## src/rtl/collatz_pkg.sv

```systemverilog
// Shared definitions for the Collatz Wishbone sweep master: FSM states,
// slave register map and the CTRL word encoding.
package collatz_pkg;

    localparam int SEED_W = 16;

    localparam logic [31:0] CTRL_OFS = 32'h0000_0000;
    localparam logic [31:0] STAT_OFS = 32'h0000_0004;
    localparam int          ST_BIT   = 16;
    localparam int          BS_BIT   = 16;

    typedef enum logic [2:0] {
        S_IDLE    = 3'd0,
        S_WR_CTRL = 3'd1,
        S_POLL    = 3'd2,
        S_NEXT    = 3'd3,
        S_FIN     = 3'd4
    } state_t;

    function automatic logic [31:0] ctrl_word(input logic [SEED_W-1:0] seed);
        logic [31:0] w;
        w                = '0;
        w[ST_BIT]        = 1'b1;
        w[SEED_W-1:0]    = seed;
        return w;
    endfunction

endpackage

```

## src/rtl/collatz_wbm_xfer.sv

```systemverilog
// Single-transfer Wishbone classic engine. Optional ack timeout is enabled
// by defining COLLATZ_WBM_TIMEOUT_EN.
module collatz_wbm_xfer #(
    parameter int ACK_TIMEOUT = 255
) (
    input  logic        clk,
    input  logic        rst,
    input  logic        req_valid,
    output logic        req_ready,
    input  logic        req_we,
    input  logic [31:0] req_adr,
    input  logic [31:0] req_dat,
    output logic        rsp_valid,
    output logic        rsp_timeout,
    input  logic        wbm_ack_i,
    output logic        wbm_cyc_o,
    output logic        wbm_stb_o,
    output logic        wbm_we_o,
    output logic [3:0]  wbm_sel_o,
    output logic [31:0] wbm_adr_o,
    output logic [31:0] wbm_dat_o
);

    // Handshake: a transfer launches on a cycle with req_valid && req_ready,
    // capturing req_we/adr/dat, which then stay frozen on the bus while stb
    // is high. rsp_valid (ack) or rsp_timeout is a single-cycle pulse ending
    // the transfer; req_ready returns the next cycle, giving a one-cycle gap.
    logic        active;
    logic        we_q;
    logic [31:0] adr_q;
    logic [31:0] dat_q;

    always_ff @(posedge clk) begin
        if (rst) begin
            active <= 1'b0;
            we_q   <= 1'b0;
            adr_q  <= '0;
            dat_q  <= '0;
        end else if (!active) begin
            if (req_valid) begin
                active <= 1'b1;
                we_q   <= req_we;
                adr_q  <= req_adr;
                dat_q  <= req_dat;
            end
        end else if (rsp_valid || rsp_timeout) begin
            active <= 1'b0;
            we_q   <= 1'b0;
            adr_q  <= '0;
            dat_q  <= '0;
        end
    end

    assign req_ready = !active;
    assign rsp_valid = active && wbm_ack_i;

`ifdef COLLATZ_WBM_TIMEOUT_EN
    localparam int CNT_W = $clog2(ACK_TIMEOUT + 1);
    logic [CNT_W-1:0] wait_cnt;

    always_ff @(posedge clk) begin
        if (rst || !active) begin
            wait_cnt <= '0;
        end else if (!wbm_ack_i) begin
            wait_cnt <= wait_cnt + CNT_W'(1);
        end
    end

    // Fires on the last permitted cycle so stb is high for exactly ACK_TIMEOUT cycles.
    assign rsp_timeout = active && !wbm_ack_i && (wait_cnt == CNT_W'(ACK_TIMEOUT - 1));
`else
    localparam int unused_ack_timeout = ACK_TIMEOUT;
    assign rsp_timeout = 1'b0;
`endif

    assign wbm_cyc_o = active;
    assign wbm_stb_o = active;
    assign wbm_we_o  = we_q;
    assign wbm_sel_o = active ? 4'hF : 4'h0;
    assign wbm_adr_o = adr_q;
    assign wbm_dat_o = dat_q;

endmodule

```

## src/rtl/collatz_wb_master.sv

```systemverilog
// Sweeps a seed range through a Wishbone Collatz slave and tracks the seed
// with the most steps. COLLATZ_WBM_TIMEOUT_EN enables the ack timeout / err_o.
module collatz_wb_master
    import collatz_pkg::*;
#(
    parameter logic [31:0] SLAVE_BASE  = 32'h3000_0000,
    parameter int          ACK_TIMEOUT = 255
) (
    input  logic        wb_clk_i,
    input  logic        wb_rst_i,
    input  logic        start_i,
    input  logic [15:0] seed_first_i,
    input  logic [15:0] seed_last_i,
    output logic        wbm_cyc_o,
    output logic        wbm_stb_o,
    output logic        wbm_we_o,
    output logic [3:0]  wbm_sel_o,
    output logic [31:0] wbm_adr_o,
    output logic [31:0] wbm_dat_o,
    input  logic [31:0] wbm_dat_i,
    input  logic        wbm_ack_i,
    output logic        busy_o,
    output logic        done_o,
    output logic [15:0] max_steps_o,
    output logic [15:0] max_seed_o,
    output logic        err_o,
    output logic [3:0]  dbg_state_o
);

    state_t              state, state_nxt;
    logic [SEED_W-1:0]   seed, seed_last, result, max_steps, max_seed;
    logic                req_valid, req_ready, req_we, rsp_valid, rsp_timeout;
    logic [31:0]         req_adr, req_dat;
    logic                range_ok, stat_done, unused_dat;

    assign range_ok   = seed_first_i <= seed_last_i;
    assign stat_done  = wbm_dat_i[BS_BIT];
    assign unused_dat = &{1'b0, wbm_dat_i[31:BS_BIT+1]};

    // NEXT already presents the following CTRL write so the bus gap after the
    // final poll ack stays one cycle; WR_CTRL then just waits for its ack.
    always_comb begin
        state_nxt = state;
        req_valid = 1'b0;
        req_we    = 1'b1;
        req_adr   = SLAVE_BASE + CTRL_OFS;
        req_dat   = ctrl_word(seed);
        case (state)
            S_IDLE: begin
                if (start_i) state_nxt = range_ok ? S_WR_CTRL : S_FIN;
            end
            S_WR_CTRL: begin
                req_valid = 1'b1;
                if (rsp_timeout)    state_nxt = S_FIN;
                else if (rsp_valid) state_nxt = S_POLL;
            end
            S_POLL: begin
                req_valid = 1'b1;
                req_we    = 1'b0;
                req_adr   = SLAVE_BASE + STAT_OFS;
                req_dat   = '0;
                if (rsp_timeout)                 state_nxt = S_FIN;
                else if (rsp_valid && stat_done) state_nxt = S_NEXT;
            end
            S_NEXT: begin
                if (seed == seed_last) begin
                    state_nxt = S_FIN;
                end else begin
                    req_valid = 1'b1;
                    req_dat   = ctrl_word(seed + 16'd1);
                    state_nxt = S_WR_CTRL;
                end
            end
            S_FIN:   state_nxt = S_IDLE;
            default: state_nxt = S_IDLE;
        endcase
    end

    always_ff @(posedge wb_clk_i) begin
        if (wb_rst_i) begin
            state     <= S_IDLE;
            seed      <= '0;
            seed_last <= '0;
            result    <= '0;
            max_steps <= '0;
            max_seed  <= '0;
        end else begin
            state <= state_nxt;
            case (state)
                S_IDLE: begin
                    if (start_i && range_ok) begin
                        seed      <= seed_first_i;
                        seed_last <= seed_last_i;
                        max_steps <= '0;
                        max_seed  <= '0;
                    end
                end
                S_POLL: begin
                    if (rsp_valid && stat_done) result <= wbm_dat_i[SEED_W-1:0];
                end
                S_NEXT: begin
                    // Strict compare: a tie keeps the earlier seed.
                    if (result > max_steps) begin
                        max_steps <= result;
                        max_seed  <= seed;
                    end
                    if (seed != seed_last) seed <= seed + 16'd1;
                end
                default: ;
            endcase
        end
    end

`ifdef COLLATZ_WBM_TIMEOUT_EN
    logic err;
    always_ff @(posedge wb_clk_i) begin
        if (wb_rst_i) begin
            err <= 1'b0;
        end else if (state == S_IDLE && start_i) begin
            err <= 1'b0;
        end else if (rsp_timeout) begin
            err <= 1'b1;
        end
    end
    assign err_o = err;
`else
    assign err_o = 1'b0;
`endif

    collatz_wbm_xfer #(
        .ACK_TIMEOUT (ACK_TIMEOUT)
    ) u_xfer (
        .clk         (wb_clk_i),
        .rst         (wb_rst_i),
        .req_valid   (req_valid),
        .req_ready   (req_ready),
        .req_we      (req_we),
        .req_adr     (req_adr),
        .req_dat     (req_dat),
        .rsp_valid   (rsp_valid),
        .rsp_timeout (rsp_timeout),
        .wbm_ack_i   (wbm_ack_i),
        .wbm_cyc_o   (wbm_cyc_o),
        .wbm_stb_o   (wbm_stb_o),
        .wbm_we_o    (wbm_we_o),
        .wbm_sel_o   (wbm_sel_o),
        .wbm_adr_o   (wbm_adr_o),
        .wbm_dat_o   (wbm_dat_o)
    );

    assign busy_o      = (state == S_WR_CTRL) || (state == S_POLL) || (state == S_NEXT);
    assign done_o      = (state == S_FIN);
    assign max_steps_o = max_steps;
    assign max_seed_o  = max_seed;
    assign dbg_state_o = {!req_ready, state};

endmodule

```

## config.mk

```make
export PLATFORM = sky130hd
export DESIGN_NAME = collatz_wb_master
export DESIGN_NICKNAME = d
export VERILOG_FILES = /design/src/rtl/collatz_pkg.sv /design/src/rtl/collatz_wbm_xfer.sv /design/src/rtl/collatz_wb_master.sv
export SDC_FILE = /design/constraint.sdc
export NUM_CORES = 1
export LEC_CHECK = 0
export CELL_PAD_IN_SITES_DETAIL_PLACEMENT = 1
export CELL_PAD_IN_SITES_GLOBAL_PLACEMENT = 2
export CORE_MARGIN = 2
export CORE_UTILIZATION = 30
export DETAILED_ROUTE_END_ITERATION = 6
export GPL_ROUTABILITY_DRIVEN = 0
export PLACE_DENSITY = 0.89
export SLEW_MARGIN = 20
export SYNTH_ARGS = -nofsm -noshare
export SYNTH_HDL_FRONTEND = slang
export SYNTH_SLANG_ARGS = --single-unit
export TNS_END_PERCENT = 20
```

## constraint.sdc

```tcl
create_clock -name wb_clk_i -period 7 [get_ports wb_clk_i]
set_input_delay 0.7 -clock wb_clk_i [delete_from_list [all_inputs] [get_ports wb_clk_i]]
set_output_delay 0.7 -clock wb_clk_i [all_outputs]
set_load 0.02 [all_outputs]
```

* After elaboration in Yosys (flattened, before gate mapping)
Index checks and enable logic that the tools add are counted.
** Cells by class
- Order comparisons :: 2
- Muxes and demuxes :: 32
- Shifts and indexed selects :: 0
- Equality and inequality tests :: 13
- Bitwise gates (word level) :: 0
- Div/mod/pow operators :: 0
- Reductions and logical operators :: 15
- Add/subtract/negate cells :: 1
- Multiply operators :: 0
** Operators with widths (count)
- 32-bit 2-to-1 mux :: 5
- 16-bit 2-to-1 mux :: 6
- 16-bit case mux with 2 select lines :: 3
- 17-bit case mux with 2 select lines :: 1
- 3-bit 2-to-1 mux :: 6
- 16-bit by 1-bit adder with 16-bit output (second input constant) :: 1
- 16-bit equality test :: 1
- 16-bit > comparator :: 1
- 16-bit <= comparator :: 1
- 16-bit != test :: 1
- 2-bit != test (second input constant) :: 7
- 3-bit case mux with 4 select lines :: 1
- 3-bit AND reduction :: 3
- 1-bit 2-to-1 mux :: 8
- 3-bit by 2-bit equality test with 1-bit output (second input constant) :: 2
- 2-bit AND reduction :: 3
- 4-bit 2-to-1 mux :: 1
- 2-bit nonzero test :: 2
- 3-bit by 1-bit equality test with 1-bit output (second input constant) :: 1
- 3-bit equality test (second input constant) :: 1
- 1-bit logical AND :: 3
- 3-bit logical NOT :: 1
- 1-bit logical OR :: 2
- 1-bit case mux with 2 select lines :: 1
- 2-bit OR reduction :: 1
** Word-level totals
- Word-level logic and storage cells :: 73
- Bits in read-only memories :: 0
- Memories kept :: 0
- RAM bits :: 0
- Bits in latches :: 0
- Output and inout port bits :: 110
- Bits in registers :: 149

* Depth between registers and ports, before layout
- Depth in word-level cells :: 5
- Depth in mapped cells :: 10
- Mapped depth without buffers :: 8

* Modules after synthesis
Synthesis repeated with hierarchy kept, for this count alone.
** Unflattened totals
- Cell total of the unflattened synthesis :: 984
- Area total of the unflattened synthesis :: 8336.7 sq um
** Modules (own cells, without submodules)
- collatz_wb_master :: times used 1, area an instance 5162.5 sq um, seq. area each 1661.6 sq um, cells each 682
- collatz_wbm_xfer :: times used 1, area an instance 3174.3 sq um, seq. area each 1321.3 sq um, cells each 302

* Least setup slack after synthesis
Ideal clock, no wire load.
- Path kind :: input port to flip-flop
- Start point :: input seed_last_i[3]
- End point :: register max_seed[0], in the netlist max_seed_o[0]
- Data required time :: 6884 ps
- Slack :: 4378 ps
- Arrival :: 2506 ps
- Stages on the path :: 9
- Path through :: inv_1 -> ha_1 -> and4_1 -> nor4b_1 -> nor3_1 -> o31a_1 -> clkbuf_1 -> nor4_1 -> a31o_2
** Between the ends
- Word-level cells in the longest chain between the ends :: 4
** Ends and longest elaborated chain
- start: declaration :: RTL line collatz_wb_master.sv:13 : input logic [15:0] seed_last_i,
- 16-bit <= comparator :: RTL line collatz_wb_master.sv:36 : assign range_ok = seed_first_i <= seed_last_i;
- 1-bit logical AND :: RTL line collatz_wb_master.sv:91 : if (start_i && range_ok) begin
- 2-bit != test (no line)
- 3-bit AND reduction (no line)
- end signal: assignment :: RTL line collatz_wb_master.sv:86 : max_seed <= '0;
- end signal: assignment :: RTL line collatz_wb_master.sv:95 : max_seed <= '0;
- end signal: assignment :: RTL line collatz_wb_master.sv:105 : max_seed <= seed;
- end: declaration :: RTL line collatz_wb_master.sv:31 : logic [SEED_W-1:0] seed, seed_last, result, max_steps, max_seed;
Every way passes these cells.
A chain may end at the register's enable or synchronous reset.

* Final worst setup path
- Start point :: input seed_first_i[13]
- End point :: register seed[12]
** Between the ends
- Word-level cells in the longest chain between the ends :: 4
** Ends and longest elaborated chain
- start: declaration :: RTL line collatz_wb_master.sv:12 : input logic [15:0] seed_first_i,
- 16-bit <= comparator :: RTL line collatz_wb_master.sv:36
- 1-bit logical AND :: RTL line collatz_wb_master.sv:91
- 2-bit != test (no line)
- 3-bit AND reduction (no line)
- end signal: assignment :: RTL line collatz_wb_master.sv:92 : seed <= seed_first_i;
- end signal: assignment :: RTL line collatz_wb_master.sv:107 : if (seed != seed_last) seed <= seed + 16'd1;
- end: declaration :: RTL line collatz_wb_master.sv:31
Every way passes these cells.

==> impl_results.md <==
- Outcome: complete, no violations
- Fraction of layout cells with a size suffix above 1: 7.044%
- Number of global-route vias before repair: 5701
- CTS max path bufs: 2
- Leading cell type in the layout, fill and taps excluded: clkdlybuf4s50_1
- Hold Crit Start: u_xfer.wbm_dat_o[12]$_SDFFE_PP0P_
- Yosys reg bits: 104
- CP endpoint kind: flop
- Most frequent cells in the layout: clkdlybuf4s50_1 (116), nand2_1 (107), dfxtp_1 (104)
- Async SR Flop Fraction: 0%
- Max incr delay on CP: 0.51 ns
- Syn Std Cell Area: 0.006590 mm²
- Maximum VDD drop: 0.00009514 V
- Crit-path cells: clkdlybuf4s50_1 -> ha_1 -> nand4_1 -> nor4b_1 -> nor3_1 -> o31ai_4 -> buf_4 -> nand3_2 -> o41ai_1
- Synth area leaders: dfxtp_1 (32%), buf_4 (6.5%), ha_1 (6.3%), nand2_1 (6.1%), mux2i_1 (3.5%)
- Sequential area share after synthesis: 31.59%
- Crit path kind: in2reg
- Fin crit share: 50.85%
- Worst path top cell family by delay: simple AND/OR/NAND/NOR gates
- Reg2Reg Depth: 7
- Yosys cell types: 75
- First-pass GRT wire length: 32080 µm
- Nets: 962
- Largest net degree at the start of global routing: 74
- Die area: 0.02317 mm²
- Die width: 152.2 µm
- Fmax: 0.2809 GHz
- Num CTS Buffers: 9
- Htree depth: 3
- Reg-to-Reg End: max_steps_o[14]$_SDFFE_PP0P_
- Synth area leader: dfxtp_1
- Setup ws final: 3.440 ns
- Worst hold endpoint: u_xfer.wbm_dat_o[12]$_SDFFE_PP0P_
- Synthesized area per cell: 8.321 µm²
- ANT cells: 0
- Pwr/cell area: 195.4 mW/mm²
- Grt ovf: 0
- CP Max Fanout: 27
- Post-synth EDFFs: 0
- Hold Path Class: reg2reg
- GR Util All Layers: 17.30%
- Clock transition at the registers of the reported paths: 0.07 ns
- Startpoint Class: primary input
- Post-Place Setup Slack: 3.059 ns
- Cells on Worst Hold Path: 1
- Maxcap violations: 0
- CTS resizes: 0
- Fin Clk Skew: 0.006637 ns
- Std cell rows: 54
- Worst reg2reg setup slack: 4.03 ns
- Initial Util: 30.39%
- CTS tree: yes
- CP arrival: 3.81 ns
- HPWL Detailed: 15100 µm
- CP Data Required Time: 7.25 ns
- ANT nets after route: 0
- Core area: 0.02169 mm²
- # port buffers: 117
- Final wirelength: 20550 µm
- Final total power: 1.559 mW
- Ys flop type: dfxtp_1
- DR pass1 iterations: 4
- Die height: 152.2 µm
- Post-CTS Setup Inserts: 0
- Initial DRC Count: 368
- Worst reg2reg path startpoint: state[0]$_SDFFE_PP0P_
- Min Tclk post-route: 3.560 ns
- Least-Margin Pin Slew: 0.9912 ns
- Clock Latency Late Sink: 0.36 ns
- Initial antenna violation count: 0
- Sum of buffers and inverters on the critical path: 2
- RSZ-0062 raised after global routing: no
- Lkg Pwr: 3.103 nW
- Share of the synthesized area in the top cell type: 31.59%
- Mapped Cells: 792
- Count of hold-fix buffers inserted at cts: 0
- Hold Violations, Final: 0
- Count of pins over their slew limit: 0
- Max-slew headroom: 33.56%
- Drt wl/cell: 17.93 µm
- Area grow syn2layout: 21.06%
- Root Driver: clkbuf_16
- Setup TNS: 0 ns
- Yosys Warn Count: 0
- Via count: 5827
- I/O pin count: 178
- DRC violations left: 0
- TritonCTS Sinks: 104
- Via density: 5.085
- Slowest CP cell: nor4b_1
- Final setup viols: 0
-- kinds of logic (layout without fill, tap and decap cells) --
| family | after synthesis | in the layout | synth area share [%] |
|---|---|---|---|
| other | 1 | 45 | 0.05690 |
| AOI/OAI and AO/OA | 167 | 167 | 19.63 |
| adders and majority gates | 33 | 33 | 6.265 |
| xor gates and xnor gates | 34 | 34 | 4.519 |
| buffers and inverters | 148 | 178 | 12.53 |
| DFF | 104 | 104 | 31.59 |
| muxes | 24 | 24 | 3.664 |
| and+or+nand+nor | 281 | 281 | 21.74 |
-- through the flow --
stage	util [%]	hold slack (ns)	cell area (µm²)	cells
final	36.78	0.4662	7978	1146
after CTS	36.78	0.4701	7976	1146
after global routing	36.78	0.4894	7978	1146
after floorplan	-	0.4363	6755	836
after global placement	35.29	0.4441	7654	1130
after detailed placement	35.29	0.4502	7654	1130
-- final cells by class --
| type | instances | area, µm² |
|---|---|---|
| timing repair buffer | 124 | 1219 |
| fill | 2558 | 13710 |
| tap | 280 | 350.3 |
| clock inverter | 5 | 80.08 |
| clock buffer | 11 | 242.7 |
| multi-input combinational | 584 | 3861 |
| sequential | 104 | 2082 |
| inverter | 38 | 142.6 |
-- synthesized netlist by cell type (2+ instances only) --
master	count
nor2_1	42
o21ai_0	19
o41ai_2	4
a21o_1	6
buf_1	4
o41ai_1	5
clkbuf_1	29
nor3_2	2
a21bo_2	2
ha_1	33
buf_2	13
nand4b_1	2
nand2_1	107
o2bb2ai_1	5
xor2_1	23
inv_1	37
a31o_2	7
a22oi_1	3
o31ai_1	20
buf_4	57
xnor2_1	11
buf_6	5
nand3b_1	2
o211ai_1	9
and3_1	16
and2_1	2
mux2i_1	23
and4_1	12
a211o_1	3
a31o_1	7
nor2b_1	11
o41ai_4	2
nand3_1	29
nand2b_1	3
a21oi_1	37
a311oi_1	5
nor4_1	13
clkbuf_2	2
nand4_1	15
a211oi_1	5
nor3_1	12
dfxtp_1	104
o21a_1	3
o22ai_1	10
-- worst max path at each step --
stage	start	end	slack, ns	depth (start not counted)
3_3_place_gp	seed_first_i[15]	seed_last[15]$_SDFFE_PP0P_	3.08	8
2_1_floorplan	seed_last_i[3]	max_seed_o[0]$_SDFFE_PP0P_	4.38	9
3_5_place_dp	seed_last_i[7]	seed_last[11]$_SDFFE_PP0P_	3.06	9
4_1_cts	seed_last_i[7]	seed_last[13]$_SDFFE_PP0P_	3.43	9
5_1_grt	seed_last_i[15]	seed[12]$_SDFFE_PP0P_	3.20	10
6_report	seed_first_i[13]	seed[12]$_SDFFE_PP0P_	3.44	9
-- layer usage --
metal  up-vias  wire [µm]  GRT usage [%]
met5         -          0              0
met4         0        381          5.385
met3        19       1050          2.929
met2       147       8998          26.34
met1      2802      10120          24.95
li1       2859          -              -
-- state kept, by name, summed over array words and instances, names as in the netlist --
signal,count
max_seed_o,16
seed_last,16
u_xfer.wbm_we_o,1
u_xfer.wbm_dat_o,17
result,16
u_xfer.wbm_cyc_o,1
max_steps_o,16
u_xfer.wbm_adr_o,2
seed,16
state,3
-- worst reg2reg max path, stage by stage (launching register included) --
cell and delay, ns:
dfxtp_1 0.47, buf_4 0.40, nand3b_4 0.39, a211oi_1 0.30, o21ai_1 0.21, o41ai_4 0.63, nor2_4 0.21, o31ai_1 0.28
-- report_power, final --
group	switching, mW	leakage, nW	internal, mW
combinational	0.211	2.11	0.132
sequential	0.0391	0.843	0.616
clock	0.238	0.152	0.323
total	0.488	3.10	1.07
(Power assumes the default switching activity.)
